==> src/rtl/pc_seq_pkg.sv <==
// -----------------------------------------------------------------------------
// pc_seq_pkg
// Shared types for the program-counter sequencer.
//   state_e  : sequencer FSM states (IDLE, FETCH, HALT, ERROR)
//   pc_sel_e : next-PC source select (increment, target, return stack, hold)
// -----------------------------------------------------------------------------
package pc_seq_pkg;

    typedef enum logic [1:0] {
        IDLE  = 2'd0,
        FETCH = 2'd1,
        HALT  = 2'd2,
        ERROR = 2'd3
    } state_e;

    typedef enum logic [1:0] {
        SEL_INC  = 2'd0,
        SEL_TGT  = 2'd1,
        SEL_RAS  = 2'd2,
        SEL_HOLD = 2'd3
    } pc_sel_e;

endpackage : pc_seq_pkg

==> src/rtl/ras_stack.sv <==
// -----------------------------------------------------------------------------
// ras_stack
// Return-address stack: LIFO of RAS_DEPTH entries with a pointer 0..RAS_DEPTH.
// Ports:
//   clk, rst      : clock, asynchronous active-high reset (clears pointer)
//   push_i        : write push_data_i on top (ignored when full)
//   pop_i         : discard top entry (ignored when empty)
//   push_data_i   : return address to push
//   top_o         : current top entry (meaningless when empty_o)
//   full_o        : RAS_DEPTH entries held
//   empty_o       : no entries held
// -----------------------------------------------------------------------------
module ras_stack #(
    parameter int PC_WIDTH  = 10,
    parameter int RAS_DEPTH = 4
) (
    input  logic                clk,
    input  logic                rst,
    input  logic                push_i,
    input  logic                pop_i,
    input  logic [PC_WIDTH-1:0] push_data_i,
    output logic [PC_WIDTH-1:0] top_o,
    output logic                full_o,
    output logic                empty_o
);

    localparam int IDX_W = $clog2(RAS_DEPTH);
    localparam int PTR_W = IDX_W + 1;

    logic [PTR_W-1:0]    sp_q;
    logic [PC_WIDTH-1:0] mem_q [RAS_DEPTH];
    logic [IDX_W-1:0]    wr_idx;
    logic [IDX_W-1:0]    top_idx;

    assign full_o  = (sp_q == PTR_W'(RAS_DEPTH));
    assign empty_o = (sp_q == '0);

    // RAS_DEPTH is a power of two, so the low pointer bits address the array
    // directly and top = sp-1 wraps correctly when the stack is full.
    assign wr_idx  = sp_q[IDX_W-1:0];
    assign top_idx = sp_q[IDX_W-1:0] - IDX_W'(1);
    assign top_o   = mem_q[top_idx];

    // NOTE: non-blocking assignments in clocked blocks so every flop samples
    // pre-edge values regardless of statement order.
    always_ff @(posedge clk or posedge rst) begin
        if (rst) begin
            sp_q <= '0;
        end else if (push_i && !full_o) begin
            sp_q <= sp_q + PTR_W'(1);
        end else if (pop_i && !empty_o) begin
            sp_q <= sp_q - PTR_W'(1);
        end
    end

    // NOTE: the entry storage has no reset; the pointer alone defines which
    // entries are valid, and leaving the array unreset lets it map to plain RAM.
    always_ff @(posedge clk) begin
        if (push_i && !full_o) begin
            mem_q[wr_idx] <= push_data_i;
        end
    end

endmodule : ras_stack

==> src/rtl/pc_sequencer.sv <==
// -----------------------------------------------------------------------------
// pc_sequencer
// Owns the PC, issues instruction fetches and selects the next PC from
// increment, jump/call target, return-address stack, or hold.
// Ports:
//   clk, rst        : clock, asynchronous active-high reset
//   jump, isjump    : conditional-taken / unconditional jump
//   iscall, isret   : call / return decoded
//   ishalt          : halt decoded
//   target          : jump/call destination
//   resume          : leave HALT
//   imem_ready      : instruction memory has data for pc
//   pc              : current fetch address
//   imem_req        : fetch request (high only in FETCH)
//   instr_valid     : instruction at pc executes this cycle
//   halted          : in HALT or ERROR
//   ras_overflow    : sticky, call on full stack
//   ras_underflow   : sticky, return on empty stack
// -----------------------------------------------------------------------------
import pc_seq_pkg::*;

module pc_sequencer #(
    parameter int PC_WIDTH  = 10,
    parameter int RAS_DEPTH = 4
) (
    input  logic                clk,
    input  logic                rst,
    input  logic                jump,
    input  logic                isjump,
    input  logic                iscall,
    input  logic                isret,
    input  logic                ishalt,
    input  logic [PC_WIDTH-1:0] target,
    input  logic                resume,
    input  logic                imem_ready,
    output logic [PC_WIDTH-1:0] pc,
    output logic                imem_req,
    output logic                instr_valid,
    output logic                halted,
    output logic                ras_overflow,
    output logic                ras_underflow
);

    state_e              state_q;
    logic [PC_WIDTH-1:0] pc_q;
    logic [PC_WIDTH-1:0] pc_d;
    logic [PC_WIDTH-1:0] pc_inc;
    logic [PC_WIDTH-1:0] ras_top;
    logic                imem_req_q;
    logic                halted_q;
    logic                ovf_q;
    logic                unf_q;

    pc_sel_e             sel;
    logic                ras_push;
    logic                ras_pop;
    logic                ras_full;
    logic                ras_empty;
    logic                exec;
    logic                go_halt;
    logic                err_ovf;
    logic                err_unf;

    // imem_req_q is high exactly while in FETCH, so it doubles as the state gate.
    assign exec   = imem_req_q & imem_ready;
    assign pc_inc = pc_q + PC_WIDTH'(1);

    ras_stack #(
        .PC_WIDTH  (PC_WIDTH),
        .RAS_DEPTH (RAS_DEPTH)
    ) u_ras (
        .clk         (clk),
        .rst         (rst),
        .push_i      (ras_push),
        .pop_i       (ras_pop),
        .push_data_i (pc_inc),
        .top_o       (ras_top),
        .full_o      (ras_full),
        .empty_o     (ras_empty)
    );

    // Decode priority: halt > ret > call > jump > sequential.
    // NOTE: every signal gets a default first so no path leaves it unassigned
    // (which would infer a latch).
    always_comb begin
        sel      = SEL_HOLD;
        ras_push = 1'b0;
        ras_pop  = 1'b0;
        go_halt  = 1'b0;
        err_ovf  = 1'b0;
        err_unf  = 1'b0;
        if (exec) begin
            if (ishalt) begin
                sel     = SEL_INC;
                go_halt = 1'b1;
            end else if (isret) begin
                if (ras_empty) begin
                    err_unf = 1'b1;
                end else begin
                    sel     = SEL_RAS;
                    ras_pop = 1'b1;
                end
            end else if (iscall) begin
                if (ras_full) begin
                    err_ovf = 1'b1;
                end else begin
                    sel      = SEL_TGT;
                    ras_push = 1'b1;
                end
            end else if (jump || isjump) begin
                sel = SEL_TGT;
            end else begin
                sel = SEL_INC;
            end
        end
    end

    always_comb begin
        case (sel)
            SEL_INC:  pc_d = pc_inc;
            SEL_TGT:  pc_d = target;
            SEL_RAS:  pc_d = ras_top;
            default:  pc_d = pc_q;
        endcase
    end

    always_ff @(posedge clk or posedge rst) begin
        if (rst) begin
            state_q    <= IDLE;
            pc_q       <= '0;
            imem_req_q <= 1'b0;
            halted_q   <= 1'b0;
            ovf_q      <= 1'b0;
            unf_q      <= 1'b0;
        end else begin
            pc_q <= pc_d;
            case (state_q)
                IDLE: begin
                    state_q    <= FETCH;
                    imem_req_q <= 1'b1;
                end
                FETCH: begin
                    if (go_halt) begin
                        state_q    <= HALT;
                        imem_req_q <= 1'b0;
                        halted_q   <= 1'b1;
                    end else if (err_ovf || err_unf) begin
                        state_q    <= ERROR;
                        imem_req_q <= 1'b0;
                        halted_q   <= 1'b1;
                        ovf_q      <= ovf_q | err_ovf;
                        unf_q      <= unf_q | err_unf;
                    end
                end
                HALT: begin
                    if (resume) begin
                        state_q    <= FETCH;
                        imem_req_q <= 1'b1;
                        halted_q   <= 1'b0;
                    end
                end
                default: begin
                    // ERROR is terminal until reset.
                    state_q <= ERROR;
                end
            endcase
        end
    end

    assign pc            = pc_q;
    assign imem_req      = imem_req_q;
    assign instr_valid   = exec;
    assign halted        = halted_q;
    assign ras_overflow  = ovf_q;
    assign ras_underflow = unf_q;

endmodule : pc_sequencer

==> config.mk <==
export PLATFORM = sky130hd
export DESIGN_NAME = pc_sequencer
export DESIGN_NICKNAME = d
export VERILOG_FILES = /design/src/rtl/pc_seq_pkg.sv /design/src/rtl/ras_stack.sv /design/src/rtl/pc_sequencer.sv
export SDC_FILE = /design/constraint.sdc
export NUM_CORES = 1
export LEC_CHECK = 0
export ABC_AREA = 1
export CAP_MARGIN = 20
export CORE_MARGIN = 4
export CORE_UTILIZATION = 35
export CTS_CLUSTER_SIZE = 25
export DETAILED_ROUTE_END_ITERATION = 8
export SYNTH_ARGS = -nofsm -noshare
export SYNTH_HDL_FRONTEND = slang
export SYNTH_SLANG_ARGS = --single-unit
==> constraint.sdc <==
create_clock -name clk -period 2.51 [get_ports clk]
set_clock_uncertainty 0.2 [all_clocks]
set_input_delay 0.502 -clock clk [delete_from_list [all_inputs] [get_ports clk]]
set_output_delay 0.502 -clock clk [all_outputs]
set_load 0.05 [all_outputs]
==> flow_summary.json, run 1 <==
{
  "wl_per_cell_um": 13.4,
  "die_area_um2": 10300,
  "yosys.area.top_type_share": 0.394,
  "placed_cell_area_um2": 3680,
  "path_clk_slew_ns": 0.07,
  "max_freq_ghz": 0.421,
  "dp_hpwl_um": 4960,
  "slowest_stage": "clkdlybuf4s50_1",
  "synth_commonest_cells": "nand2_1 (117), nand3_1 (47), inv_1 (46)",
  "synth_seq_cells": 59,
  "crit_type": "reg -> out",
  "ys_types": 30,
  "crit_required_ns": 1.81,
  "synth_top_area_cell": "edfxtp_1",
  "ys_seq_area_frac": 0.550,
  "vias": 2439,
  "layout-drive-gt1-share": 0.148,
  "core_um2": 8340,
  "wl_um": 6930,
  "synth_edf_count": 40,
  "area_growth_syn_to_layout_pct": 28.8,
  "drt_pass1_iterations": 4,
  "setup_viol": 0,
  "nets": 434,
  "fin_setup_tns_ns": 0,
  "cp_num_buf_inv": 1,
  "synth_cells": 346,
  "diodes": 0,
  "place.gp.congestion": 0.833,
  "crit_fanout": 6,
  "status": "completed",
  "synthFlopType": "edfxtp_1",
  "tightest_slew_ns": 0.502,
  "drc": 0,
  "p_leak_nw": 1.76,
  "grt_setup_unrepaired": "false",
  "drt_iter0_drc": 106,
  "ant_nets": 0,
  "fin_area_um2": 3930,
  "ff2ff_path_depth": 12,
  "crit_path_start_kind": "register",
  "start_util": 0.365,
  "overflow": 0,
  "min_period_over_period": 0.946,
  "ys_warn_count": 0,
  "synth.most_common_cell": "nand2_1",
  "cts_tree": "yes",
  "reg2reg_from": "u_ras.sp_q[1]",
  "holdPathStages": 2,
  "cts_buffers": 9,
  "endpoint_kind": "output pin",
  "io_buffer_count": 33,
  "cts_max_path_buffers": 2,
  "cap_violations": 0,
  "grt_usage": 0.146,
  "grt_max_degree": 25,
  "worstHoldEndpoint": "state_q[1]",
  "ir_drop_uv": 645,
  "syn_nets": 374,
  "post-cts-setup-buffers": 0,
  "hp-start": "state_q[0]",
  "path_cells": "clkdlybuf4s50_1",
  "period_minus_slack_ns": 2.37,
  "grt_pass1_wl_um": 11500,
  "slowest_delay_ns": 0.86,
  "finalHoldViolCount": 0,
  "htreeDepth": 3,
  "r2r-end": "pc[4]",
  "io_pins": 34,
  "drv_slew": 0,
  "core.rowCount": 33,
  "grt_pass1_vias": 2389,
  "p_per_area_nw_per_um2": 1080,
  "syn-cell-area_um2": 3050,
  "die_h_um": 101,
  "avgSynthCellArea_um2": 8.81,
  "nFillCells": 802,
  "cp_top_family": "buffers and inverters",
  "die_w_um": 101,
  "vias_per_cell": 4.73,
  "slew_headroom": 0.664,
  "async_flop_share": 0.322,
  "ys_top_cells_by_area": "edfxtp_1 (39%), dfrtp_1 (16%), nand2_1 (14%)",
  "clkSinkCount": 59,
  "antenna_found_initial": 0,
  "rrSetupSlack_ns": 0.25,
  "hp-class": "reg -> reg",
  "clk_latency_ns": 0.33,
  "clock_tree.root_cell": "clkbuf_8",
  "cp.arrival_ns": 1.67
}
==> layout by cell type, fill, tap and decap left out, types with 6 or more instances in the layout <==
| cell | Yosys | layout |
|---|---|---|
| clkdlybuf4s50_1 | 0 | 32 |
| ha_1 | 9 | 6 |
| nand3_1 | 47 | 47 |
| nand2_1 | 117 | 117 |
| clkbuf_8 | 0 | 9 |
| buf_4 | 3 | 24 |
| a21oi_1 | 12 | 12 |
| dfrtp_1 | 19 | 19 |
| edfxtp_1 | 40 | 40 |
| nor2_1 | 12 | 12 |
| inv_1 | 46 | 45 |
==> repair_timing <==
action	in CTS	in global routing
endpoints found under the setup margin	0	10
hold buffers	0	0
gates resized for setup	0	6
==> stage by stage <==
step	setup slack, ns	hold WS (ns)	cells	utilization	total power (W)
global route	0.0328	0.317	516	0.471	0.00455
CTS	0.0103	0.283	516	0.468	0.00425
finish	0.137	0.276	516	0.471	0.00424
detailed placement	-0.184	0.265	500	0.441	0.00327
global placement	-0.179	0.254	500	0.441	0.00324
floorplan	0.0336	0.242	346	-	0.00266
==> registers in the layout (all words and copies together), names as in the netlist <==
register       count
halted             1
imem_req           1
pc                10
ras_overflow       1
ras_underflow      1
state_q            2
u_ras.mem_q       40
u_ras.sp_q         3
==> layer usage <==
| metal | share of wire | vias to the layer above | GRT usage |
|---|---|---|---|
| li1 | - | 1236 | - |
| met1 | 0.46 | 1153 | 0.190 |
| met2 | 0.48 | 46 | 0.238 |
| met3 | 0.043 | 4 | 0.0296 |
| met4 | 0.011 | 0 | 0.0613 |
| met5 | 0 | - | 0 |
==> worst max path at each step <==
stage	start	end	slack, ns	cells after the start
floorplan	u_ras.sp_q[0]	pc[2]	0.03	14
global placement	isret	pc[4]	-0.18	12
detailed placement	isret	pc[4]	-0.18	12
CTS	u_ras.sp_q[1]	pc[4]	0.01	12
global route	isret	pc[3]	0.03	12
finish	pc[2]	pc[2]	0.14	1
==> logic make-up after synthesis <==
group                      count (synthesis)  share of synthesized area
AOI/OAI and AO/OA                         24                     0.0427
xor gates and xnor gates                   3                     0.0111
adders and majority gates                  9                     0.0369
buffers and inverters                     60                     0.0837
DFF                                       59                      0.550
and+or+nand+nor                          191                      0.275
==> report_power, final <==
| part | internal, W | switching [W] |
|---|---|---|
| combinational | 0.000661 | 0.00123 |
| clock | 0.000567 | 0.000404 |
| sequential | 0.00125 | 0.000125 |
| total | 0.00248 | 0.00176 |
==> cell type report <==
class                           count  area, um2  share of cell area
Sequential cell                    59       1680               0.427
Inverter                           50        194              0.0494
Multi-Input combinational cell    227       1140               0.290
Clock buffer                        9        124              0.0316
Tap cell                          105        131              0.0335
Clock inverter                      7        100              0.0255
Timing Repair Buffer               59        561               0.143
Note: power is estimated with default switching activity, not from simulation.
==> inputs of run 2 (changes only) <==
--- a/config.mk
+++ b/config.mk
@@ -11,6 +11,7 @@
 export CORE_UTILIZATION = 35
 export CTS_CLUSTER_SIZE = 25
 export DETAILED_ROUTE_END_ITERATION = 8
+export PLACE_DENSITY_LB_ADDON = 0.1
 export SYNTH_ARGS = -nofsm -noshare
 export SYNTH_HDL_FRONTEND = slang
 export SYNTH_SLANG_ARGS = --single-unit
==> flow_summary.json, run 2 (same netlist as run 1, synthesis figures left out) <==
{
  "hp-start": "state_q[0]",
  "p_int_w": 0.00248,
  "place.gp.congestion": 0.770,
  "area_growth_syn_to_layout_pct": 28.4,
  "grt_max_degree": 25,
  "core_um2": 8340,
  "path_cells": "clkdlybuf4s50_1",
  "grt_usage": 0.153,
  "p_seq_frac": 0.325,
  "grt_setup_unrepaired": "false",
  "io_buffer_count": 33,
  "cts_max_path_buffers": 2,
  "ctsHoldBuffers": 0,
  "cp.arrival_ns": 1.65,
  "clk_latency_ns": 0.33,
  "worstHoldEndpoint": "state_q[1]",
  "vias_per_cell": 4.59,
  "crit_fanout": 6,
  "final_cells": 517,
  "combPwrFrac": 0.448,
  "finalHoldViolCount": 0,
  "wl_per_cell_um": 14.0,
  "ant_nets": 0,
  "finalPower_w": 0.00424,
  "antenna_found_initial": 0,
  "clock_tree.root_cell": "clkbuf_8",
  "final_common_cell": "nand2_1",
  "p_leak_nw": 1.77,
  "cap_violations": 0,
  "htreeDepth": 3,
  "cts_tree": "yes",
  "dp_hpwl_um": 5120,
  "status": "completed",
  "ff2ff_path_depth": 12,
  "largest_reg_flops": 40,
  "period_minus_slack_ns": 2.35,
  "hp-class": "reg -> reg",
  "die_area_um2": 10300,
  "clkSinkCount": 59,
  "dpl_worst_slack_ns": -0.192,
  "slowest_stage": "clkdlybuf4s50_1",
  "cp_top_family": "buffers and inverters",
  "nets": 435,
  "holdPathStages": 2,
  "overflow": 0,
  "top_register": "u_ras.mem_q",
  "p_sw_w": 0.00177,
  "endpoint_kind": "output pin",
  "crit_path_start_kind": "register",
  "worst_slack_ns": 0.160,
  "reg2reg_from": "u_ras.sp_q[0]",
  "slew_headroom": 0.663,
  "diodes": 0,
  "grt_pass1_wl_um": 11800,
  "drv_slew": 0,
  "max_freq_ghz": 0.425,
  "rrSetupSlack_ns": 0.26,
  "vias": 2373,
  "r2r-end": "pc[0]",
  "core.rowCount": 33,
  "final_util": 0.469,
  "start_util": 0.365,
  "grt_pass1_vias": 2315,
  "clkPwrFrac": 0.227,
  "cts_buffers": 9,
  "drc": 0,
  "p_sw_frac": 0.416,
  "die_w_um": 101,
  "crit_type": "reg -> out",
  "crit_required_ns": 1.81,
  "die_h_um": 101,
  "io_pins": 34,
  "nFillCells": 843,
  "cp_num_buf_inv": 1,
  "min_period_over_period": 0.936,
  "path_clk_slew_ns": 0.07,
  "wl_um": 7250,
  "drt_iter0_drc": 139,
  "layout-drive-gt1-share": 0.143,
  "p_per_area_nw_per_um2": 1080,
  "final_cell_mix": "nand2_1 (117), nand3_1 (47), inv_1 (45)",
  "slowest_delay_ns": 0.85,
  "placedCellCount": 501,
  "ir_drop_uv": 528,
  "drt_pass1_iterations": 4,
  "fin_setup_tns_ns": 0,
  "setup_viol": 0,
  "tightest_slew_ns": 0.504
}
## run 2: final cells by class
class / instances / area, um2 / area share
Sequential cell: 59 / 1680 / 0.428
Inverter: 50 / 194 / 0.0495
Clock inverter: 7 / 100 / 0.0256
Timing Repair Buffer: 60 / 568 / 0.145
Tap cell: 105 / 131 / 0.0336
Multi-Input combinational cell: 227 / 1120 / 0.286
Clock buffer: 9 / 124 / 0.0316
## run 2: power groups by stage
stage          Combinational (W)  Clock, W  Sequential [W]
2_1_floorplan           0.000992         0         0.00167
3_3_place_gp             0.00189         0         0.00140
3_5_place_dp             0.00191         0         0.00140
4_1_cts                  0.00192  0.000994         0.00138
5_1_grt                  0.00211   0.00104         0.00140
6_report                 0.00190  0.000962         0.00138
## run 2: repair_timing
| item | in CTS | in global routing |
|---|---|---|
| endpoints found under the setup margin | 0 | 10 |
| buffers inserted | 0 | 0 |
| gates resized for setup | 0 | 3 |
## run 2: how the worst max path moves through the flow
| stage | startpoint | end | slack, ns | cells past startpoint |
|---|---|---|---|---|
| finish | pc[2] | pc[2] | 0.16 | 1 |
| global placement | isret | pc[8] | -0.15 | 11 |
| floorplan | u_ras.sp_q[0] | pc[2] | 0.03 | 14 |
| CTS | pc[2] | pc[2] | 0.11 | 1 |
| detailed placement | isret | pc[3] | -0.19 | 11 |
| global route | isret | pc[5] | 0.04 | 12 |
## run 2: through the flow
stage / cell area (um2) / hold slack (ns)
2_1_floorplan: 3050 / 0.242
3_3_place_gp: 3680 / 0.261
3_5_place_dp: 3680 / 0.265
4_1_cts: 3910 / 0.284
5_1_grt: 3920 / 0.308
6_report: 3920 / 0.276
## run 2: metal layers
metal	share of wire	up-vias	wire, um	GRT usage
li1	-	1234	-	-
met1	0.50	1083	3640	0.211
met2	0.45	51	3240	0.236
met3	0.044	5	316	0.0399
met4	0.0069	0	50	0.0470
met5	0	-	0	0
==> inputs of run 3 (changes only) <==
--- a/config.mk
+++ b/config.mk
@@ -14,4 +14,5 @@
 export PLACE_DENSITY_LB_ADDON = 0.1
 export SYNTH_ARGS = -nofsm -noshare
 export SYNTH_HDL_FRONTEND = slang
+export SYNTH_HIERARCHICAL = 1
 export SYNTH_SLANG_ARGS = --single-unit
==> flow_summary.json, run 3 <==
{
  "dpl_worst_slack_ns": -0.150,
  "hp-class": "in -> async",
  "synthFlopType": "edfxtp_1",
  "avgSynthCellArea_um2": 9.40,
  "synth.most_common_cell": "nand2_1",
  "cts_max_path_buffers": 2,
  "grt_max_degree": 25,
  "cap_violations": 0,
  "setup_viol": 0,
  "ys_seq_area_frac": 0.563,
  "synth_cells": 317,
  "htreeDepth": 3,
  "nFillCells": 805,
  "ys_top_cells_by_area": "edfxtp_1 (40%), dfrtp_1 (16%), nand2_1 (9.1%)",
  "ant_nets": 0,
  "ys_warn_count": 6,
  "p_per_area_nw_per_um2": 1060,
  "path_clk_slew_ns": 0.07,
  "syn-cell-area_um2": 2980,
  "nets": 404,
  "final_common_cell": "nand2_1",
  "synth_top_area_cell": "edfxtp_1",
  "clk_latency_ns": 0.34,
  "core_um2": 8260,
  "p_sw_w": 0.00175,
  "io_buffer_count": 33,
  "start_util": 0.361,
  "diodes": 0,
  "drt_pass1_iterations": 4,
  "grt_pass1_wl_um": 11500,
  "die_area_um2": 10100,
  "die_w_um": 100,
  "worst_slack_ns": 0.169,
  "ir_drop_uv": 817,
  "finalPower_w": 0.00419,
  "clkSinkCount": 59,
  "syn_nets": 345,
  "grt_pass1_vias": 2257,
  "p_int_w": 0.00245,
  "combPwrFrac": 0.432,
  "final_cell_mix": "nand2_1 (72), edfxtp_1 (40), inv_1 (35)",
  "endpoint_kind": "output pin",
  "wl_per_cell_um": 14.3,
  "p_sw_frac": 0.417,
  "max_freq_ghz": 0.427,
  "die_h_um": 100,
  "cp_top_family": "buffers and inverters",
  "cts_tree": "yes",
  "slowest_delay_ns": 0.84,
  "p_seq_frac": 0.333,
  "drc": 0,
  "vias_per_cell": 4.71,
  "timing.hold.ws_ns": 0.169,
  "synth_edf_count": 40,
  "antenna_found_initial": 0,
  "yosys.area.top_type_share": 0.403,
  "top_register": "u_ras/mem_q",
  "core.rowCount": 33,
  "place.gp.congestion": 0.795,
  "status": "completed",
  "largest_reg_flops": 40,
  "synth_seq_cells": 59,
  "slew_headroom": 0.548,
  "cts_buffers": 9,
  "finalHoldViolCount": 0,
  "grt_usage": 0.148,
  "clkPwrFrac": 0.235,
  "tightest_slew_ns": 0.678,
  "io_pins": 34,
  "min_period_over_period": 0.933,
  "drt_iter0_drc": 75,
  "area_growth_syn_to_layout_pct": 32.2,
  "crit_type": "reg -> out",
  "p_leak_nw": 1.65,
  "ys_types": 35,
  "vias": 2291,
  "drv_slew": 0,
  "cp_num_buf_inv": 1,
  "crit_fanout": 7,
  "cp.arrival_ns": 1.64,
  "path_cells": "clkdlybuf4s50_1",
  "clock_tree.root_cell": "clkbuf_8",
  "layout-drive-gt1-share": 0.189,
  "overflow": 0,
  "wl_um": 6950,
  "synth_commonest_cells": "nand2_1 (72), edfxtp_1 (40), inv_1 (37)",
  "slowest_stage": "clkdlybuf4s50_1",
  "crit_path_start_kind": "register",
  "dp_hpwl_um": 4840,
  "async_flop_share": 0.322,
  "crit_required_ns": 1.81,
  "period_minus_slack_ns": 2.34,
  "ctsHoldBuffers": 0
}
[run 3: worst paths after layout]
| kind | start | endpoint | slack, ns | cells past startpoint |
|---|---|---|---|---|
| setup / recovery | pc[7] | pc[7] | 0.17 | 1 |
| hold / removal | rst | u_ras/sp_q[2] | 0.17 | 2 |
| setup reg to reg | u_ras/sp_q[1] | pc[0] | 0.18 | 12 |
| hold reg to reg | ras_overflow | ras_overflow | 0.28 | 1 |
| max in group asynchronous | rst | pc[4] | 1.28 | 2 |
| min in group clk | ras_overflow | ras_overflow | 0.28 | 1 |
[run 3: layout make-up]
cell class,instances,area [um2],area share
Clock buffer,9,124,0.0314
Multi-Input combinational cell,209,1160,0.295
Timing Repair Buffer,56,576,0.146
Clock inverter,7,100,0.0254
Sequential cell,59,1680,0.426
Timing Repair inverter,1,7.51,0.00191
Inverter,40,161,0.0410
Tap cell,105,131,0.0334
[run 3: routing by layer]
layer,up-vias,global-route usage,wire [um]
li1,1175,-,-
met1,1071,0.213,3480
met2,37,0.225,3120
met3,8,0.0334,278
met4,0,0.0435,74
met5,-,0,0
[run 3: through the flow]
stage | setup TNS, ns | cell area (um2) | std cells | util
global placement | -2.17 | 3640 | 468 | 0.440
finish | 0 | 3940 | 486 | 0.477
detailed placement | -3.91 | 3640 | 468 | 0.440
CTS | 0 | 3860 | 484 | 0.467
floorplan | 0 | 3000 | 317 | -
global route | -0.00587 | 3940 | 486 | 0.477
[run 3: kinds of logic (layout without fill, tap and decap cells)]
kind of cell,after synthesis,count (layout),synth area share
flip-flops,59,59,0.563
adder cells (fa/ha/maj),9,9,0.0403
buffers and inverters,49,113,0.0718
XOR/XNOR,4,4,0.0143
AND/OR/NAND/NOR,146,146,0.212
AO/OA/AOI/OAI,50,50,0.0991
[run 3: power groups by stage]
| stage | Combinational [W] | Sequential [W] | Clock [W] |
|---|---|---|---|
| after floorplan | 0.000907 | 0.00170 | 0 |
| after global placement | 0.00177 | 0.00142 | 0 |
| after detailed placement | 0.00176 | 0.00142 | 0 |
| after CTS | 0.00177 | 0.00140 | 0.00101 |
| after global routing | 0.00202 | 0.00142 | 0.00104 |
| final | 0.00181 | 0.00140 | 0.000985 |
[run 3: repair_timing]
action | 4_1_cts | 5_1_grt
gates resized for setup | 0 | 13
endpoints found under the hold margin | 0 | 0
endpoints found under the setup margin | 0 | 10
buffers inserted | 0 | 1
